**config.mk**
```make
export PLATFORM = sky130hd
export DESIGN_NAME = cpu_sequencer
export DESIGN_NICKNAME = d
export VERILOG_FILES = /design/src/rtl/cpu_sequencer.sv
export SDC_FILE = /design/constraint.sdc
export NUM_CORES = 1
export LEC_CHECK = 0
export BUFFER_PORTS_ARGS = -buffer_cell sky130_fd_sc_hd__buf_2
export CELL_PAD_IN_SITES_DETAIL_PLACEMENT = 0
export CELL_PAD_IN_SITES_GLOBAL_PLACEMENT = 1
export CORE_MARGIN = 3
export CORE_UTILIZATION = 36
export DETAILED_ROUTE_END_ITERATION = 8
export GPL_ROUTABILITY_DRIVEN = 0
export PLACE_DENSITY_LB_ADDON = 0.1
export SYNTH_ARGS = -nofsm -noshare
export SYNTH_HDL_FRONTEND = slang
export SYNTH_SLANG_ARGS = --single-unit
```
**constraint.sdc**
```tcl
create_clock -name clk -period 5.1 [get_ports clk]
set_input_delay 1.02 -clock clk [delete_from_list [all_inputs] [get_ports clk]]
set_output_delay 1.02 -clock clk [all_outputs]
set_load 0.05 [all_outputs]
```
**src/rtl/cpu_sequencer.sv**
```systemverilog
// cpu_sequencer: multi-cycle FETCH/EXEC/MEM/WB control FSM for the MIPS CPU.
// Ports: clk, reset, pc, opcode, funct, branch_taken, waitrequest in;
//   memory strobes, ir/reg enables, pc controls, halt, active, state,
//   instr_count out.
module cpu_sequencer (
  input  logic        clk,
  input  logic        reset,
  input  logic [31:0] pc,
  input  logic [5:0]  opcode,
  input  logic [5:0]  funct,
  input  logic        branch_taken,
  input  logic        waitrequest,
  output logic        mem_read,
  output logic        mem_write,
  output logic        addr_sel,
  output logic        ir_write,
  output logic        reg_write,
  output logic        update_pc,
  output logic        jump_r,
  output logic        jump_const,
  output logic        halt,
  output logic        active,
  output logic [2:0]  state,
  output logic [31:0] instr_count
);

  typedef enum logic [2:0] {
    S_FETCH = 3'd0,
    S_EXEC  = 3'd1,
    S_MEM   = 3'd2,
    S_WB    = 3'd3,
    S_HALT  = 3'd4
  } state_e;

  state_e      state_q, state_d;
  logic        taken_q, taken_d;
  logic [31:0] cnt_q, cnt_d;

  logic is_load, is_store, is_bcc;
  logic is_jr, is_j, is_rw;

  always_comb begin
    is_load  = (opcode >= 6'h20) &&
               (opcode <= 6'h26);
    is_store = (opcode == 6'h28) ||
               (opcode == 6'h29) ||
               (opcode == 6'h2B);
    is_bcc   = (opcode >= 6'h01) &&
               (opcode <= 6'h07) &&
               (opcode != 6'h02) &&
               (opcode != 6'h03);
    is_jr    = (opcode == 6'h00) &&
               ((funct == 6'h08) ||
                (funct == 6'h09));
    is_j     = (opcode == 6'h02) ||
               (opcode == 6'h03);
    is_rw    = ((opcode == 6'h00) &&
                (funct != 6'h08)) ||
               (opcode == 6'h03) ||
               ((opcode >= 6'h08) &&
                (opcode <= 6'h0F)) ||
               is_load;
  end

  always_comb begin
    state_d    = state_q;
    taken_d    = taken_q;
    cnt_d      = cnt_q;
    mem_read   = 1'b0;
    mem_write  = 1'b0;
    addr_sel   = 1'b0;
    ir_write   = 1'b0;
    reg_write  = 1'b0;
    update_pc  = 1'b0;
    jump_r     = 1'b0;
    jump_const = 1'b0;
    halt       = 1'b0;
    active     = 1'b0;
    case (state_q)
      S_FETCH: begin
        active = 1'b1;
        // pc==0 is the halt sentinel; no bus access.
        if (pc == 32'd0) begin
          state_d = S_HALT;
        end else begin
          mem_read = 1'b1;
          if (!waitrequest) begin
            ir_write = 1'b1;
            state_d  = S_EXEC;
          end
        end
      end
      S_EXEC: begin
        active  = 1'b1;
        taken_d = branch_taken;
        state_d = (is_load || is_store) ?
                  S_MEM : S_WB;
      end
      S_MEM: begin
        active    = 1'b1;
        addr_sel  = 1'b1;
        mem_read  = is_load;
        mem_write = is_store;
        if (!waitrequest) state_d = S_WB;
      end
      S_WB: begin
        active     = 1'b1;
        update_pc  = 1'b1;
        jump_r     = is_jr;
        jump_const = is_j || (is_bcc && taken_q);
        reg_write  = is_rw;
        cnt_d      = cnt_q + 32'd1;
        state_d    = S_FETCH;
      end
      S_HALT: begin
        halt = 1'b1;
      end
      default: begin
        state_d = S_HALT;
      end
    endcase
    // Reset forces every output low, even mid-transfer.
    if (reset) begin
      mem_read   = 1'b0;
      mem_write  = 1'b0;
      addr_sel   = 1'b0;
      ir_write   = 1'b0;
      reg_write  = 1'b0;
      update_pc  = 1'b0;
      jump_r     = 1'b0;
      jump_const = 1'b0;
      halt       = 1'b0;
      active     = 1'b0;
    end
  end

  assign state       = reset ? 3'd0  : state_q;
  assign instr_count = reset ? 32'd0 : cnt_q;

  always_ff @(posedge clk) begin
    if (reset) begin
      state_q <= S_FETCH;
      taken_q <= 1'b0;
      cnt_q   <= 32'd0;
    end else begin
      state_q <= state_d;
      taken_q <= taken_d;
      cnt_q   <= cnt_d;
    end
  end

endmodule

```
==> impl_metrics.py <==
metrics = {
    "outcome": {
        "run_status": "finished, final reports clean",
    },
    "setup_path": {
        "critPathCaptureType": "output port",
        "cp_top_family": "simple AND/OR/NAND/NOR gates",
        "r2r-end": "cnt_q[28]$_SDFFE_PP0N_",
        "path_max_fanout": 7,
        "worstPathArrival_ns": 2.44,
        "cp_slowest_stage_delay_ns": 0.39,
        "crit_chain": "buf_2 -> or3_1 -> nor4_1 -> o21ai_0 -> a21oi_1 -> buf_2",
        "worstRegToRegCells": 4,
        "critPathMostFrequentCell": "buf_2",
        "worstSetupStartpointType": "primary input",
        "required_ns": 4.08,
        "crit_type": "primary input to output port",
        "reg2reg_setup_slack_ns": 2.73,
        "worst-path-buf-inv": 2,
        "cp_slowest_cell": "or3_1",
        "r2r_start": "state_q[0]$_SDFFE_PP0P_",
    },
    "final_layout": {
        "drive_gt1_share_pct": 32.50,
        "n_antenna_cell": 0,
        "nNetsFinal": 409,
        "fillers": 578,
        "syn2layout_area_growth_pct": 27.19,
        "finalInstanceArea_um2": 2739,
    },
    "timing": {
        "fin_crit_sh_pct": 67.80,
        "hold_violations": 0,
        "final.setup.tns_ns": 0,
        "fin_hold_ws_ns": 0.4781,
        "fin_crit_ns": 3.458,
        "skew_ns": 0.01184,
        "setup_violations": 0,
        "max_clock_freq_mhz": 289.2,
        "rsz0062_at_grt": "false",
        "setup_slack_ns": 1.642,
        "slew_violations": 0,
        "worstMarginPinSlew_ns": 0.8661,
        "relSlewSlack_pct": 41.73,
    },
    "floorplan": {
        "core-area_um2": 5642,
        "dieArea_um2": 6946,
        "fp.dieH_um": 83.34,
        "start_util_pct": 38.17,
        "fp.dieW_um": 83.34,
        "pin_count": 93,
        "rows": 27,
    },
    "hold_path": {
        "min_path_cells": 2,
        "min_path_type": "flip-flop to flip-flop",
        "hp-start": "taken_q$_SDFFE_PP0P_",
        "whs_endpoint": "taken_q$_SDFFE_PP0P_",
    },
    "synthesis": {
        "ys_seq_elements": 36,
        "synth.avg_cell_area_um2": 7.859,
        "synth_top_area_share_pct": 33.47,
        "yosysTopAreaCell": "dfxtp_1",
        "yosysUniqueCellTypes": 41,
        "syn_area_um2": 2153,
        "yosysSeqAreaShare_pct": 33.47,
        "synthCells": 274,
        "syn_nets": 323,
        "yosysWarnings": 0,
        "synth.area.top_cells": "dfxtp_1 (33%), nor2b_1 (8.7%), mux2_2 (5.8%)",
    },
    "route": {
        "num_vias": 2186,
        "routed_via_density": 5.060,
        "detail_route.iter0.violations": 92,
        "drc_errors": 0,
        "firstDrtPassIters": 4,
        "ant_nets": 0,
        "drt_wl_total_mm": 5.229,
        "wl_per_cell_um": 12.10,
    },
    "pwr": {
        "power_density_nw_per_um2": 206.7,
        "p_leak_uw": 0.001192,
        "ir_worst_vdd_mv": 0.1155,
    },
    "clock_tree": {
        "cts_setup_buffers": 0,
        "cts.clk_slew.worst_paths_ns": 0.06,
        "h-tree-depth": 2,
        "cts_max_path_buffers": 2,
        "worstSkewPairLatency_ns": 0.29,
        "clockRootBuffer": "clkbuf_8",
        "hold_buffers": 0,
        "cts_tree": "built",
        "cts_resized": 0,
        "cts_buffers": 5,
        "cts_sinks": 36,
    },
    "place": {
        "dp_hpwl_mm": 3.922,
        "place_area_um2": 2661,
        "place_worst_setup_slack_ns": 1.635,
        "port_buffers": 92,
    },
    "global_routing": {
        "antenna_found_initial": 0,
        "overflow": 0,
        "grt_max_degree": 71,
        "grt_use_total_pct": 14.94,
        "grt_pass1_wl_mm": 8.776,
        "first_global_vias": 1996,
    },
    "run": {
        "cap_violations": 0,
    },
}
[cell usage after synthesis, drive strengths merged]
cell type,instances
mux2,15
and3b,1
buf,6
a31oi,1
or3,6
a211o,1
nand4,12
xor2,4
a21bo,1
dfxtp,36
nand4b,1
and2,1
ha,1
a21oi,13
nor4b,1
nand2,15
inv,11
a21boi,1
nor3,15
nor3b,1
nand2b,2
a211oi,1
nor4,16
a221o,1
xnor2,6
clkbuf,8
o21a,1
nand3b,3
nor2,32
and4,4
nand3,11
a311oi,1
o21ai,9
or4,5
or2,1
nor2b,30
[report_power, final]
part	switching (uW)	total, uW	internal [uW]
combinational	45.9	76.0	30.2
sequential	11.1	295	284
clock	102	195	93.0
total	159	566	407
[per-layer routing]
layer | vias up | track usage, % | routed length (um)
li1 | 1145 | - | -
met2 | 54 | 23.76 | 2314
met4 | 0 | 3.566 | 29
met1 | 985 | 19.40 | 2528
met3 | 2 | 5.159 | 356
met5 | - | 0 | 0
[placed cells by master, fill, tap and decap left out, types with 2 or more instances in the layout]
master	count
o21ai_0	9
nand2b_1	2
and4_1	4
nor3_1	15
or4_1	4
mux2_2	11
buf_2	92
or3_1	6
inv_1	11
dfxtp_1	36
mux2_1	4
nand2_1	15
nor2_1	32
a21oi_1	13
nand3b_1	2
xnor2_1	6
nor4_1	16
xor2_1	4
nand3_1	11
nor2b_1	30
clkbuf_8	5
nand4_1	11
[cell families after synthesis]
logic type | share of synthesized area (%)
and+or+nand+nor | 41.31
adders and majority gates | 0.5810
xor gates and xnor gates | 4.067
AOI/OAI and AO/OA | 8.193
buffers and inverters | 4.532
muxes | 7.844
DFF | 33.47
[per-stage QoR]
stage,instances,utilization (%),power (uW)
after floorplan,274,-,348.5
after global placement,425,47.17,378.4
after detailed placement,425,47.17,379.2
after CTS,432,48.55,572.3
after global routing,432,48.55,593.4
final,432,48.55,566.1
[tightest hold or removal path, cell delays in order, from the launching register on]
cell and delay (ns):
dfxtp_1 0.32, nand2_1 0.06, a21oi_1 0.05
[final cells by class]
type	instances	area (um2)	area share, %
inverter	11	41.29	1.508
multi-input combinational	213	1341	48.97
timing repair buffer	93	467.9	17.09
clock inverter	1	5.005	0.1827
sequential	36	720.7	26.31
clock buffer	6	72.57	2.650
tap	72	90.09	3.289
[state kept, by name, indices dropped and copies added, names as in the netlist]
| name | flops |
|---|---|
| state_q | 3 |
| cnt_q | 32 |
| taken_q | 1 |
[how the worst max path moves through the flow]
| stage | from | end | slack (ns) | cells after the start |
|---|---|---|---|---|
| floorplan | reset | mem_write | 0.36 | 4 |
| global placement | opcode[3] | reg_write | 1.65 | 6 |
| detailed placement | opcode[3] | reg_write | 1.63 | 6 |
| CTS | opcode[3] | reg_write | 1.63 | 6 |
| global route | opcode[3] | reg_write | 1.52 | 6 |
| finish | opcode[3] | reg_write | 1.64 | 6 |
Power figures use the tool's default switching activity.
